--- src/rtl/barrier_scroll_ctrl.sv ---
// Barrier consumer: fetches a descriptor, scrolls it left per frame, retires it, and reports
// per-pixel draw, sticky collision and score. Optional macro BARRIER_ACCEL_EN ramps the speed.
module barrier_scroll_ctrl #(
  parameter int SPEED       = 2,
  parameter int SCORE_W     = 16,
  parameter int ACCEL_EVERY = 8,
  parameter int MAX_SPEED   = 8
) (
  input  logic               Clk,
  input  logic               Reset,
  input  logic               Frame_Tick,
  input  logic               Run,
  output logic               Param_Req,
  input  logic               Param_Valid,
  input  logic [9:0]         BarrierX_In,
  input  logic [9:0]         BarrierY_In,
  input  logic [9:0]         Height_In,
  input  logic [9:0]         Length_In,
  input  logic [9:0]         DrawX,
  input  logic [9:0]         DrawY,
  input  logic [9:0]         PlayerX,
  input  logic [9:0]         PlayerY,
  input  logic [9:0]         PlayerSize,
  output logic               Barrier_On,
  output logic               Barrier_Active,
  output logic [9:0]         Barrier_X,
  output logic [9:0]         Barrier_Y,
  output logic               Collision,
  output logic [SCORE_W-1:0] Score
);

  if (SPEED < 1 || SPEED > 15 || MAX_SPEED < SPEED || MAX_SPEED > 15 ||
      ACCEL_EVERY < 1 || SCORE_W < 1) begin : g_param_check
    $error("barrier_scroll_ctrl: parameter out of range");
  end

  typedef enum logic [1:0] {IDLE, REQUEST, ACTIVE, RETIRE} state_t;

  state_t             state_q, state_d;
  logic [9:0]         x_q, x_d, y_q, y_d, h_q, h_d, l_q, l_d;
  logic               on_q, on_d, coll_q, coll_d;
  logic [SCORE_W-1:0] score_q, score_d;
  logic [3:0]         speed;

`ifdef BARRIER_ACCEL_EN
  localparam int CNT_W = (ACCEL_EVERY > 1) ? $clog2(ACCEL_EVERY) : 1;

  logic [3:0]       speed_q, speed_d;
  logic [CNT_W-1:0] acc_cnt_q, acc_cnt_d;

  always_comb begin
    speed_d   = speed_q;
    acc_cnt_d = acc_cnt_q;
    if (state_q == RETIRE && Run) begin
      if (acc_cnt_q == CNT_W'(ACCEL_EVERY - 1)) begin
        acc_cnt_d = '0;
        if (speed_q < 4'(MAX_SPEED)) speed_d = speed_q + 4'd1;
      end else begin
        acc_cnt_d = acc_cnt_q + CNT_W'(1);
      end
    end
  end

  always_ff @(posedge Clk or posedge Reset) begin
    if (Reset) begin
      speed_q   <= 4'(SPEED);
      acc_cnt_q <= '0;
    end else begin
      speed_q   <= speed_d;
      acc_cnt_q <= acc_cnt_d;
    end
  end

  assign speed = speed_q;
`else
  assign speed = 4'(SPEED);
`endif

  // Geometry is evaluated one bit wider so right/bottom edges never wrap past 1023.
  logic [10:0] x_end, y_end, px_lo, px_hi, py_lo, py_hi;
  logic        overlap, in_rect;

  assign x_end   = {1'b0, x_q} + {1'b0, l_q};
  assign y_end   = {1'b0, y_q} + {1'b0, h_q};
  assign px_lo   = (PlayerX >= PlayerSize) ? {1'b0, PlayerX - PlayerSize} : 11'd0;
  assign py_lo   = (PlayerY >= PlayerSize) ? {1'b0, PlayerY - PlayerSize} : 11'd0;
  assign px_hi   = {1'b0, PlayerX} + {1'b0, PlayerSize};
  assign py_hi   = {1'b0, PlayerY} + {1'b0, PlayerSize};
  assign overlap = (px_lo < x_end) && (px_hi >= {1'b0, x_q}) &&
                   (py_lo < y_end) && (py_hi >= {1'b0, y_q});
  assign in_rect = (DrawX >= x_q) && ({1'b0, DrawX} < x_end) &&
                   (DrawY >= y_q) && ({1'b0, DrawY} < y_end);

  // NOTE: every variable gets its hold value first so no path through the case infers a latch.
  always_comb begin
    state_d = state_q;
    x_d     = x_q;
    y_d     = y_q;
    h_d     = h_q;
    l_d     = l_q;
    score_d = score_q;
    on_d    = (state_q == ACTIVE) && in_rect;
    coll_d  = coll_q || ((state_q == ACTIVE) && overlap);
    if (!Run) begin
      state_d = IDLE;
    end else begin
      case (state_q)
        IDLE:    state_d = REQUEST;
        REQUEST: begin
          if (Param_Valid) begin
            x_d     = BarrierX_In;
            y_d     = BarrierY_In;
            h_d     = (Height_In == 10'd0) ? 10'd1 : Height_In;
            l_d     = (Length_In == 10'd0) ? 10'd1 : Length_In;
            state_d = ACTIVE;
          end
        end
        ACTIVE: begin
          // A collided barrier freezes in place so the crash stays visible.
          if (Frame_Tick && !coll_q) begin
            if (x_q < {6'd0, speed}) state_d = RETIRE;
            else                     x_d     = x_q - {6'd0, speed};
          end
        end
        RETIRE: begin
          state_d = REQUEST;
          if (!coll_q) score_d = score_q + SCORE_W'(1);
        end
        default: state_d = IDLE;
      endcase
    end
  end

  // NOTE: sequential state uses non-blocking assignments so all registers update together.
  always_ff @(posedge Clk or posedge Reset) begin
    if (Reset) begin
      state_q <= IDLE;
      x_q     <= '0;
      y_q     <= '0;
      h_q     <= '0;
      l_q     <= '0;
      on_q    <= 1'b0;
      coll_q  <= 1'b0;
      score_q <= '0;
    end else begin
      state_q <= state_d;
      x_q     <= x_d;
      y_q     <= y_d;
      h_q     <= h_d;
      l_q     <= l_d;
      on_q    <= on_d;
      coll_q  <= coll_d;
      score_q <= score_d;
    end
  end

  assign Param_Req      = (state_q == REQUEST);
  assign Barrier_Active = (state_q == ACTIVE);
  assign Barrier_X      = x_q;
  assign Barrier_Y      = y_q;
  assign Barrier_On     = on_q;
  assign Collision      = coll_q;
  assign Score          = score_q;

endmodule
--- config.mk ---
export PLATFORM = sky130hd
export DESIGN_NAME = barrier_scroll_ctrl
export DESIGN_NICKNAME = d
export VERILOG_FILES = /design/src/rtl/barrier_scroll_ctrl.sv
export SDC_FILE = /design/constraint.sdc
export NUM_CORES = 1
export LEC_CHECK = 0
export BUFFER_PORTS_ARGS = -buffer_cell sky130_fd_sc_hd__buf_2
export CAP_MARGIN = 20
export CORE_MARGIN = 10
export CORE_UTILIZATION = 46
export DETAILED_ROUTE_END_ITERATION = 10
export PLACE_DENSITY = 0.71
export SLEW_MARGIN = 25
export SYNTH_ARGS = -nofsm -noshare
export SYNTH_HDL_FRONTEND = slang
export SYNTH_SLANG_ARGS = --single-unit
--- constraint.sdc ---
create_clock -name Clk -period 3.5 [get_ports Clk]
set_input_delay 0.35 -clock Clk [delete_from_list [all_inputs] [get_ports Clk]]
set_output_delay 0.35 -clock Clk [all_outputs]
set_load 0.03 [all_outputs]
Word-level counts from Yosys, hierarchy flattened
Cells that the tools add are included.
{ "op_classes": {"add_sub_neg": 8, "eq_ne": 9, "reduce_logical": 20, "n_bitwise": 1, "n_mux": 13, "magnitude_cmp": 11} }
{ "op_table": {"columns": ["operator", "count"], "rows": [
  ["$mux 10", 7],
  ["$add 10x10->11", 4],
  ["$lt 10x11->1", 4],
  ["$ge 10x10->1", 4],
  ["$ge 11x10->1", 2],
  ["$logic_not 10->1", 2],
  ["$pmux 10 s2", 1],
  ["$sub 10x10->10", 2],
  ["$add 16x1->16 const B", 1],
  ["$lt 10x2->1 const B", 1],
  ["$sub 10x2->10 const B", 1],
  ["$logic_and 1x1->1", 9],
  ["$ne 3x2->1 const B", 3],
  ["$reduce_and 3->1", 3],
  ["$mux 2", 4],
  ["$pmux 2 s3", 1],
  ["$reduce_and 5->1", 1],
  ["$eq 2x2->1 const B", 2],
  ["$ne 2x1->1 const B", 2],
  ["$eq 2x1->1 const B", 1],
  ["$logic_not 2->1", 1],
  ["$ne 2x2->1 const B", 1],
  ["$reduce_bool 2->1", 1],
  ["$reduce_or 2->1", 1],
  ["3 further kinds", 3]
]} }
{ "totals": {"word_cells": 70, "out_inout_bits": 40, "ff_bits": 60} }

Depth between registers and ports, before layout
{ "depth": {"ltp_word": 8, "depth_mapped": 18, "mapped_depth_nobuf": 18} }

Worst setup path after synthesis
OpenSTA, ideal clock, no wires.
{ "synth_timing": {"path_kind": "register to register", "start": "reg y_q[1] (netlist: Barrier_Y[1])", "end": "reg coll_q (netlist: Collision)", "synth_period_minus_slack_ns": 3.424, "setup_ns": 0.104, "path_slack_ns": 0.076, "t_arrival_ns": 3.321, "stages_incl_launch_ff": 16, "path_cell_list": "dfrtp_1 -> ha_1 -> a21o_1 -> a21oi_1 -> nor2b_1 -> o21a_1 -> o41ai_2 -> nor2_1 -> a311oi_1 -> ha_1 -> a21oi_1 -> nand3_1 -> a2111oi_0 -> o21a_1 -> nor3_1 -> o41ai_2"} }
{ "synth_between": {"elab_chain_cells": 6} }
{ "synth_rtl": {"columns": ["element", "line_no", "source"], "rows": [
  ["start: declaration", "40", "logic [9:0] x_q, x_d, y_q, y_d, h_q, h_d, l_q, l_d;"],
  ["start signal: assignment", "148", "y_q <= y_d;"],
  ["$add 10x10->11", "84", "assign y_end = {1'b0, y_q} + {1'b0, h_q};"],
  ["$lt 10x11->1", "90", "(py_lo < y_end) && (py_hi >= {1'b0, y_q});"],
  ["$logic_and 1x1->1", "89", "assign overlap = (px_lo < x_end) && (px_hi >= {1'b0, x_q}) &&"],
  ["$logic_and 1x1->1 *", "90", null],
  ["$logic_and 1x1->1 *", "103", "coll_d = coll_q || ((state_q == ACTIVE) && overlap);"],
  ["$logic_or 1x1->1 *", "103", null],
  ["via coll_d", "41", "logic on_q, on_d, coll_q, coll_d;"],
  ["end signal: assignment", "152", "coll_q <= coll_d;"],
  ["end: declaration", "41", null]
]} }
The timed path passes the listed nets; every way through them passes the cells marked *.
A chain may end at the register's enable or synchronous reset.

Final worst setup path
Same ends and word-level chain as after synthesis.

==> out/summary.txt <==
status: completed
R2R Path End: Collision
vias per inst: 5.54
Worst EP required: 3.73 ns
post-synth top area share: 25.5%
DIE WIDTH: 143 um
Setup CP Type: reg2reg
Cell Chain, Critical Path: ha_1 -> a21o_1 -> a21oi_2 -> nor2b_1 -> o21a_1 -> o41ai_4 -> buf_4 -> xor2_1 -> ha_1 -> nand4_1 -> a21oi_2 -> a2111oi_4 -> o21a_1 -> nor3_1 -> o41ai_2
HP Class: in2async
CTS tree: done
Worst Clk Skew: 0.00801 ns
initial DRC count: 288
max_cap viols: 0
first-pass GRT wire length: 32000 um
EDFF count, synth: 0
PnR Total Power: 7.79 mW
Die H: 143 um
root buffer cell: clkbuf_16
Net count, final: 1215
Avg Inst Size Synth: 8.85 um2
RSZ-0062 raised after global routing: yes
clock buffer count from CTS: 9
endpoints failing hold: 0
htree depth: 3
largest net degree at the start of global routing: 43
GRT Util Overall: 19.0%
Max-Slew Margin vs Limit: 42.3%
max incr delay on CP: 0.38 ns
post-synthesis sequential area ratio: 21.5%
crit path to: Collision
IO Pins: 135
DR pass1 iterations: 5
CP max FO: 2
routed wire length: 19600 um
Layout Utilization: 58.7%
pwr/cell area: 903 nW/um2
leak pwr: 4.35 nW
final worst path period share: 98.5%
ys flop type: dfrtp_1
share of layout cells above drive strength 1: 27.8%
WL/cell: 16.9 um
dpl hpwl: 16500 um
port buffer count: 134
async set-reset flop share out of synthesis: 100%
cell family with most CP delay: compound AO/OA/AOI/OAI gates
CP startpoint: Barrier_Y[1]
Worst-Margin Slew: 0.864 ns
R2R Setup Slk: 0.05 ns
Syn-to-layout area delta: 23.8%
post-synthesis cell count: 788
Yosys Warn Count: 0
Bufs on Longest Clock Path: 2
Yosys reg bits: 60
gr ovfl total: 0
Levels on crit path: 15
initial core utilization: 47.4%
Worst EP arrival: 3.67 ns
clock sink total: 60
Core Box Area: 14700 um2
Via Count: 6439
Worst Path Buf+Inv: 1
CP max stage cell: dfrtp_1
Post-Syn Nets: 1031
Final min period: 3.45 ns
final setup vio count: 0
Syn Std Cell Area: 6970 um2
number of antenna violations at the first check in global routing: 4
area leader, netlist: ha_1
FF-to-FF Start: Barrier_Y[1]
Die ar.: 20500 um2
worst hold margin: 0.208 ns
Fmax achieved: 290 MHz
Reg2Reg Depth: 15
post-cts hold buffer count: 0
Synth area leaders: ha_1, dfrtp_1, mux2_2, xnor2_1, a21oi_1
Clock Latency Late Sink: 0.33 ns
row count: 44
type of origin of the critical path: flip-flop
Detail Route Antenna Nets: 0
GPL Wtd Cong: 0.912
CTS clock-pin slew for the worst setup and hold paths: 0.06 ns
worst vdd ir: 0.739 mV
vias in the first global route: 6498
Distinct cells, synth: 65
# DRC: 0
Slew Viols, Final: 0
CP endpoint kind: flip-flop
-- through the flow --
step | TNS, ns | setup WS, ns | cells | area (um2)
4_1_cts | 0 | 0.00460 | 1158 | 8540
3_3_place_gp | -0.0414 | -0.0414 | 1142 | 8200
6_report | 0 | 0.0536 | 1162 | 8630
3_5_place_dp | -0.150 | -0.150 | 1142 | 8200
2_1_floorplan | 0 | 0.0757 | 788 | 6970
5_1_grt | -0.137 | -0.137 | 1161 | 8630
-- synth_stat cells, types with 4 or more instances --
cell type and number:
a31oi_1 12, nor4_1 10, a21o_1 18, clkbuf_1 10, dfrtp_1 60, ha_1 142
inv_1 63, and3_1 4, nand4_1 11, buf_2 7, nor2_1 71, nor2b_1 14
fa_1 6, nand2b_1 16, o21ai_0 24, xnor2_1 37, a21oi_1 57, o21bai_1 6
o21a_1 10, o22a_1 7, mux2_2 29, xor2_1 21, nand3_1 25, a211oi_1 9
o2111ai_1 4, o31ai_1 4, nor3_1 20, nand2_1 26
-- power by group --
part	leakage [nW]	total, mW	switching, mW	internal [mW]
logic	3.45	5.67	3.14	2.53
registers	0.746	1.17	0.230	0.938
clock network	0.156	0.957	0.330	0.627
-- cell families (layout without fill, tap and decap cells) --
logic type,count (synthesis),count (layout),synth area share [%]
and+or+nand+nor,212,212,15.1
AOI/OAI and AO/OA,189,189,18.6
adders and majority gates,148,148,27.2
buffers and inverters,90,279,5.40
DFF,60,60,21.5
xor gates and xnor gates,58,58,7.28
muxes,31,31,4.97
other,0,1,0
-- worst register-to-register path, cell delays in order (launching register included) --
cell and delay, ns:
dfrtp_1 0.38, ha_1 0.29, a21o_1 0.17, a21oi_2 0.14, nor2b_1 0.06, o21a_1 0.21
o41ai_4 0.24, buf_4 0.17, xor2_1 0.28, ha_1 0.31, nand4_1 0.14, a21oi_2 0.06
a2111oi_4 0.33, o21a_1 0.18, nor3_1 0.07, o41ai_2 0.32
-- area by class of cell --
class | count | area [um2]
clock inverters | 7 | 98.8
flip-flops and latches | 60 | 1500
fillers | 1342 | 6060
diodes | 1 | 2.50
clock buffers | 9 | 225
inverters | 66 | 248
repair buffers | 197 | 1140
well taps | 184 | 230
multi-input cells | 638 | 5180
-- worst min-delay path by stage --
stage                   startpoint  cells after the start           end  slack, ns
floorplan                   h_q[0]                      2        h_q[0]       0.45
global placement         Score[15]                      1     Score[15]       0.47
detailed placement       Score[15]                      1     Score[15]       0.46
CTS                          Reset                      2      Score[8]       0.24
global route        BarrierY_In[0]                      2  Barrier_Y[0]       0.25
finish                       Reset                      2     Score[11]       0.21
-- layer usage --
metal  GRT usage, %  vias to the layer above  wire length (um)
met1           25.4                     2994              8890
li1               -                     3230                 -
met5              0                        -                37
met4           3.69                        6                80
met3           5.31                       12              1700
met2           30.0                      197              8880
-- layout by cell type, fill, tap and decap left out, types with 10 or more instances in the layout --
cell	instances
o21a_1	10
a31oi_1	12
nor4_1	10
nand3_1	24
nor2b_1	14
dfrtp_1	60
nor2_1	71
ha_1	141
a21oi_1	53
nand4_1	11
xnor2_1	37
xor2_1	19
nand2b_1	16
nand2_1	26
inv_1	62
buf_2	134
mux2_2	29
a21o_1	18
o21ai_0	24
nor3_1	20
buf_4	63
-- flip-flops by register name (all words and copies together), names as in the netlist --
| register | count |
|---|---|
| Score | 16 |
| Barrier_X | 10 |
| Barrier_Y | 10 |
| h_q | 10 |
| l_q | 10 |
| state_q | 2 |
| Barrier_On | 1 |
| Collision | 1 |
-- what timing repair did --
action,4_1_cts,5_1_grt
endpoints found under the setup margin,1,2
setup buffers,0,3
resized for setup,4,9
pin swaps,1,8
(Power assumes the default switching activity.)
